### config.mk
export PLATFORM = sky130hd
export DESIGN_NAME = parity_frame_engine
export DESIGN_NICKNAME = d
export VERILOG_FILES = /design/src/rtl/parity_pkg.sv /design/src/rtl/parity_sat_counter.sv /design/src/rtl/parity_frame_engine.sv
export SDC_FILE = /design/constraint.sdc
export NUM_CORES = 1
export LEC_CHECK = 0
export ABC_CLOCK_PERIOD_IN_PS = 2600
export CORE_ASPECT_RATIO = 0.7
export CORE_UTILIZATION = 40
export DETAILED_ROUTE_END_ITERATION = 8
export PLACE_DENSITY = 0.73
export SYNTH_ARGS = -nofsm -noshare
export SYNTH_HDL_FRONTEND = slang
export SYNTH_HIERARCHICAL = 1
export SYNTH_SLANG_ARGS = --single-unit
### constraint.sdc
create_clock -name clk -period 2.6 [get_ports clk]
set_clock_uncertainty 0.2 [all_clocks]
set_input_delay 0.52 -clock clk [delete_from_list [all_inputs] [get_ports clk]]
set_output_delay 0.52 -clock clk [all_outputs]
set_load 0.005 [all_outputs]
### src/rtl/parity_pkg.sv
// Shared types and constants for the streaming parity frame engine.
package parity_pkg;

  typedef enum logic {
    IDLE     = 1'b0,
    IN_FRAME = 1'b1
  } state_e;

  localparam logic EVEN = 1'b0;
  localparam logic ODD  = 1'b1;
  localparam logic GEN  = 1'b0;
  localparam logic CHK  = 1'b1;

  localparam int unsigned DEF_DATA_W = 8;
  localparam int unsigned DEF_CNT_W  = 8;

endpackage

### src/rtl/parity_sat_counter.sv
// Saturating up-counter; clear wins over increment.
module parity_sat_counter #(
  parameter int unsigned CNT_W = 8
) (
  input  logic             clk,
  input  logic             rst,
  input  logic             i_clr,
  input  logic             i_inc,
  output logic [CNT_W-1:0] o_count
);

  logic [CNT_W-1:0] r_count;

  always_ff @(posedge clk or posedge rst) begin
    if (rst) begin
      r_count <= '0;
    end else if (i_clr) begin
      r_count <= '0;
    end else if (i_inc && (r_count != {CNT_W{1'b1}})) begin
      r_count <= r_count + CNT_W'(1);
    end
  end

  assign o_count = r_count;

endmodule

### src/rtl/parity_frame_engine.sv
// Streaming parity generator/checker with running frame parity and
// a single-entry registered output stage.
module parity_frame_engine
  import parity_pkg::*;
#(
  parameter int unsigned DATA_W = DEF_DATA_W,
  parameter int unsigned CNT_W  = DEF_CNT_W
) (
  input  logic              clk,
  input  logic              rst,
  input  logic              odd_mode,
  input  logic              chk_mode,
  input  logic              in_valid,
  output logic              in_ready,
  input  logic [DATA_W-1:0] in_data,
  input  logic              in_par,
  input  logic              in_last,
  output logic              out_valid,
  input  logic              out_ready,
  output logic              out_word_par,
  output logic              out_frame_par,
  output logic              out_err,
  output logic              out_frame_err,
  output logic              out_last,
  output logic [CNT_W-1:0]  err_count,
  input  logic              err_clr
);

  state_e r_state;
  state_e w_state_next;

  logic r_acc, r_sticky, r_odd, r_chk;
  logic r_out_valid, r_word_par, r_frame_par, r_err, r_frame_err, r_last;

  logic w_accept, w_idle, w_odd, w_chk, w_xor;
  logic w_word_par, w_acc_next, w_frame_par, w_err, w_frame_err;

  assign in_ready = !r_out_valid || out_ready;
  assign w_accept = in_valid && in_ready;
  assign w_idle   = (r_state == IDLE);

  // Mode bits come live from the ports on a frame's first word, held afterwards.
  assign w_odd       = w_idle ? odd_mode : r_odd;
  assign w_chk       = w_idle ? chk_mode : r_chk;
  assign w_xor       = ^in_data;
  assign w_word_par  = w_xor ^ (w_odd == ODD);
  assign w_acc_next  = (w_idle ? 1'b0 : r_acc) ^ w_xor;
  assign w_frame_par = w_acc_next ^ (w_odd == ODD);
  assign w_err       = (w_chk == CHK) && (w_word_par != in_par);
  assign w_frame_err = (w_idle ? 1'b0 : r_sticky) || w_err;

  always_ff @(posedge clk or posedge rst) begin
    if (rst) r_state <= IDLE;
    else     r_state <= w_state_next;
  end

  always_comb begin
    w_state_next = r_state;
    if (w_accept) w_state_next = in_last ? IDLE : IN_FRAME;
  end

  // Frame accumulator, sticky error and captured mode bits.
  always_ff @(posedge clk or posedge rst) begin
    if (rst) begin
      r_acc    <= 1'b0;
      r_sticky <= 1'b0;
      r_odd    <= EVEN;
      r_chk    <= GEN;
    end else if (w_accept) begin
      r_acc    <= w_acc_next;
      r_sticky <= w_frame_err;
      if (w_idle) begin
        r_odd <= odd_mode;
        r_chk <= chk_mode;
      end
    end
  end

  // Output register: loads on accept, drains on out_ready, otherwise holds.
  always_ff @(posedge clk or posedge rst) begin
    if (rst) begin
      r_out_valid <= 1'b0;
      r_word_par  <= 1'b0;
      r_frame_par <= 1'b0;
      r_err       <= 1'b0;
      r_frame_err <= 1'b0;
      r_last      <= 1'b0;
    end else if (w_accept) begin
      r_out_valid <= 1'b1;
      r_word_par  <= w_word_par;
      r_frame_par <= w_frame_par;
      r_err       <= w_err;
      r_frame_err <= w_frame_err;
      r_last      <= in_last;
    end else if (out_ready) begin
      r_out_valid <= 1'b0;
    end
  end

  assign out_valid     = r_out_valid;
  assign out_word_par  = r_word_par;
  assign out_frame_par = r_frame_par;
  assign out_err       = r_err;
  assign out_frame_err = r_frame_err;
  assign out_last      = r_last;

  parity_sat_counter #(
    .CNT_W (CNT_W)
  ) u_err_cnt (
    .clk     (clk),
    .rst     (rst),
    .i_clr   (err_clr),
    .i_inc   (w_accept && w_err),
    .o_count (err_count)
  );

endmodule

==> impl_metrics.toml, run 1 <==
[run_status]
outcome = "finished clean"

[layout]
final_cell_mix = "21 x clkdlybuf4s50_1, 18 x dfrtp_1, 16 x buf_4"
area_growth_pct = 51.07
finalNonFillerCells = 181
antennaDiodeCount = 0
nets = 166
layout_commonest_cell = "clkdlybuf4s50_1"
layout-drive-gt1-share_pct = 25.85

[sta]
rsz0062_at_grt = "yes"
slew_violations = 0
relSlewSlack_pct = 73.99
setup_viol = 0
max_freq_ghz = 0.3922
final.min_clock_period_ns = 2.550
fin_setup_tns_ns = 0
fin_hold_ws_ns = 0.2803
worstMarginPinSlew_ns = 0.3897
hold_viol_final = 0
min_period_over_period_pct = 98.07

[pwr]
switching_share_pct = 27.74
pwr-share-clk_pct = 24.2
power_density_nw_per_um2 = 608.5
intPower_uw = 699.8
p_comb_share_pct = 38.3
power_switching_uw = 268.7
cellLeakagePower_nw = 0.7537
p_seq_share_pct = 37.5
power_uw = 968.5
vdd_drop_max_mv = 0.3661

[critical_path]
crit_path_top_delay_cell = "xnor3_1"
path_cells = "mux2i_2 -> xnor2_1 -> xnor3_1 -> nor3_4 -> nand4_1 -> a211oi_2 -> mux2_4"
path_buf_inv = 0
path_max_fanout = 3
worst-setup-path-type = "register to register"
required_ns = 2.55
cpPeakStageDelay_ns = 0.45
path_delay_family = "XOR/XNOR gates"
cp-end-kind = "register"
cp.arrival_ns = 2.50
startpoint_type = "register"

[clock_network]
clock-sinks = 18
cts-htree-levels = 1
cts_tree = "built"
cts_buffers = 3
clockRootBuffer = "clkbuf_8"
clkTransAtPathRegs_ns = 0.07
clockBufferDepth = 2
insertion_delay_ns = 0.26

[yosys]
synth_edf_count = 0
yosysUniqueCellTypes = 38
syn-num-nets = 117
seq_area_frac_synth_pct = 42.76
synth_top_area_cell = "dfrtp_1"
synth_top_area_share_pct = 42.76
async_flop_share_pct = 100.0
synth_area_leaders = "dfrtp_1 43%, mux2_4 5.7%, nand2_1 5.0%, xnor2_1 5.0%, mux2i_1 3.8%"
synth_seq_cells = 18
yosys_warnings = 6
synth_area_per_cell_um2 = 10.64
syn-cell-area_um2 = 1054
synth_top_flop_cell = "dfrtp_1"
synth_cells = 99

[floorplanning]
rows = 15
die_h_um = 44.94
start_util_pct = 42.53
io_pins = 32
die_area_um2 = 2846
dieWidth_um = 63.34
core_um2 = 2477

[routing]
drt_iter0_markers = 24
postRouteWirelength_um = 2506
dr.pass1.iters = 4
wl_per_cell_um = 13.85
viasPerCell = 4.884
vias = 884
drc = 0
antenna_left = 0

[global_route]
overflow = 0
antenna_found_initial = 0
grt_use_total_pct = 19.99
grt_pass1_vias = 874
grt_max_degree = 11
grt_pass1_wl_um = 4209

[min_path]
min_path_type = "register to register"

[placed_design]
detailed_place_hpwl_um = 1853
port_buffers = 31
finalWeightedCongestion = 0.8355
placed_cells = 170

[flow_run]
cap_violations = 0
-- power groups by stage --
| stage | Sequential, mW | Combinational (mW) | Clock (mW) |
|---|---|---|---|
| floorplan | 0.366 | 0.185 | 0 |
| global placement | 0.366 | 0.330 | 0 |
| detailed placement | 0.369 | 0.339 | 0 |
| CTS | 0.364 | 0.374 | 0.238 |
| global route | 0.371 | 0.408 | 0.253 |
| finish | 0.363 | 0.371 | 0.234 |
-- cells in the mapped netlist, types with 2 or more instances --
cell and number:
xor2_1 2, dfrtp_1 18, mux2_4 4, nand2_1 14, nand2b_1 4, mux2i_1 4, nand4_1 2, nand3_1 2
a21oi_2 2, inv_1 3, nor2b_1 4, nor2_1 5, o21ai_0 2, a21oi_1 4, xnor2_1 6
-- cells by family after synthesis --
logic type	after synthesis	synth area share [%]
xor+xnor	11	12.59
flops	18	42.76
simple gates	38	18.65
buf+inv	6	2.968
compound gates	16	11.28
fa+ha+maj	1	1.187
mux	9	10.57
-- stage by stage --
step	utilization, %	worst slack (ns)	cell area [µm²]
3_3_place_gp	59.09	-0.3506	1464
4_1_cts	63.94	0.007333	1584
3_5_place_dp	59.09	-0.4104	1464
5_1_grt	64.24	-0.0007228	1592
2_1_floorplan	-	0.002129	1064
6_report	64.24	0.05027	1592
-- cell type report --
type / instances / area (µm²)
fillers: 214 / 885.9
repair buffers: 47 / 427.9
multi-input cells: 75 / 604.3
inverters: 3 / 11.26
well taps: 34 / 42.54
clock buffers: 4 / 55.05
flip-flops and latches: 18 / 450.4
-- final timing paths --
check,endpoint,startpoint,slack (ns),cells after the start
setup / recovery,u_err_cnt/o_count[5],r_state,0.05,7
hold / removal,out_last,out_last,0.28,2
setup reg to reg,u_err_cnt/o_count[5],r_state,0.05,7
hold reg to reg,out_last,out_last,0.28,2
max in group asynchronous,r_acc,rst,1.55,2
min in group asynchronous,u_err_cnt/o_count[1],rst,0.34,2
-- state kept, by name (all words and copies together) (netlist names) --
name and count:
u_err_cnt/o_count 8, out_err 1, out_frame_err 1, out_frame_par 1, out_last 1, out_valid 1, out_word_par 1, r_acc 1
r_chk 1, r_odd 1, r_state 1
-- repair_timing --
| action | 4_1_cts | 5_1_grt |
|---|---|---|
| endpoints found under the setup margin | 7 | 7 |
| pin swaps | 11 | 7 |
| resized for setup | 19 | 5 |
| buffers inserted | 7 | 0 |
| hold buffers | 0 | 0 |
-- layer usage --
metal | up-vias | part of all wire, % | track usage, %
met5 | - | 0 | 0
met4 | 0 | 1.7 | 6.818
met3 | 6 | 4.9 | 4.545
met2 | 24 | 47 | 31.49
met1 | 415 | 46 | 27.56
li1 | 439 | - | -
-- worst min-delay path, delay by kind of cell, from the launching register on --
family,cells,cell delay [ns]
simple gates,2,0.11
flops,1,0.34
No activity file was read; power rests on OpenSTA's default activity.
==> run 2: changes to the inputs <==
CAP_MARGIN = 15   (was not set)
==> results of run 2 <==
Same layout as run 1: the final DEF is identical, and so are final timing and power.
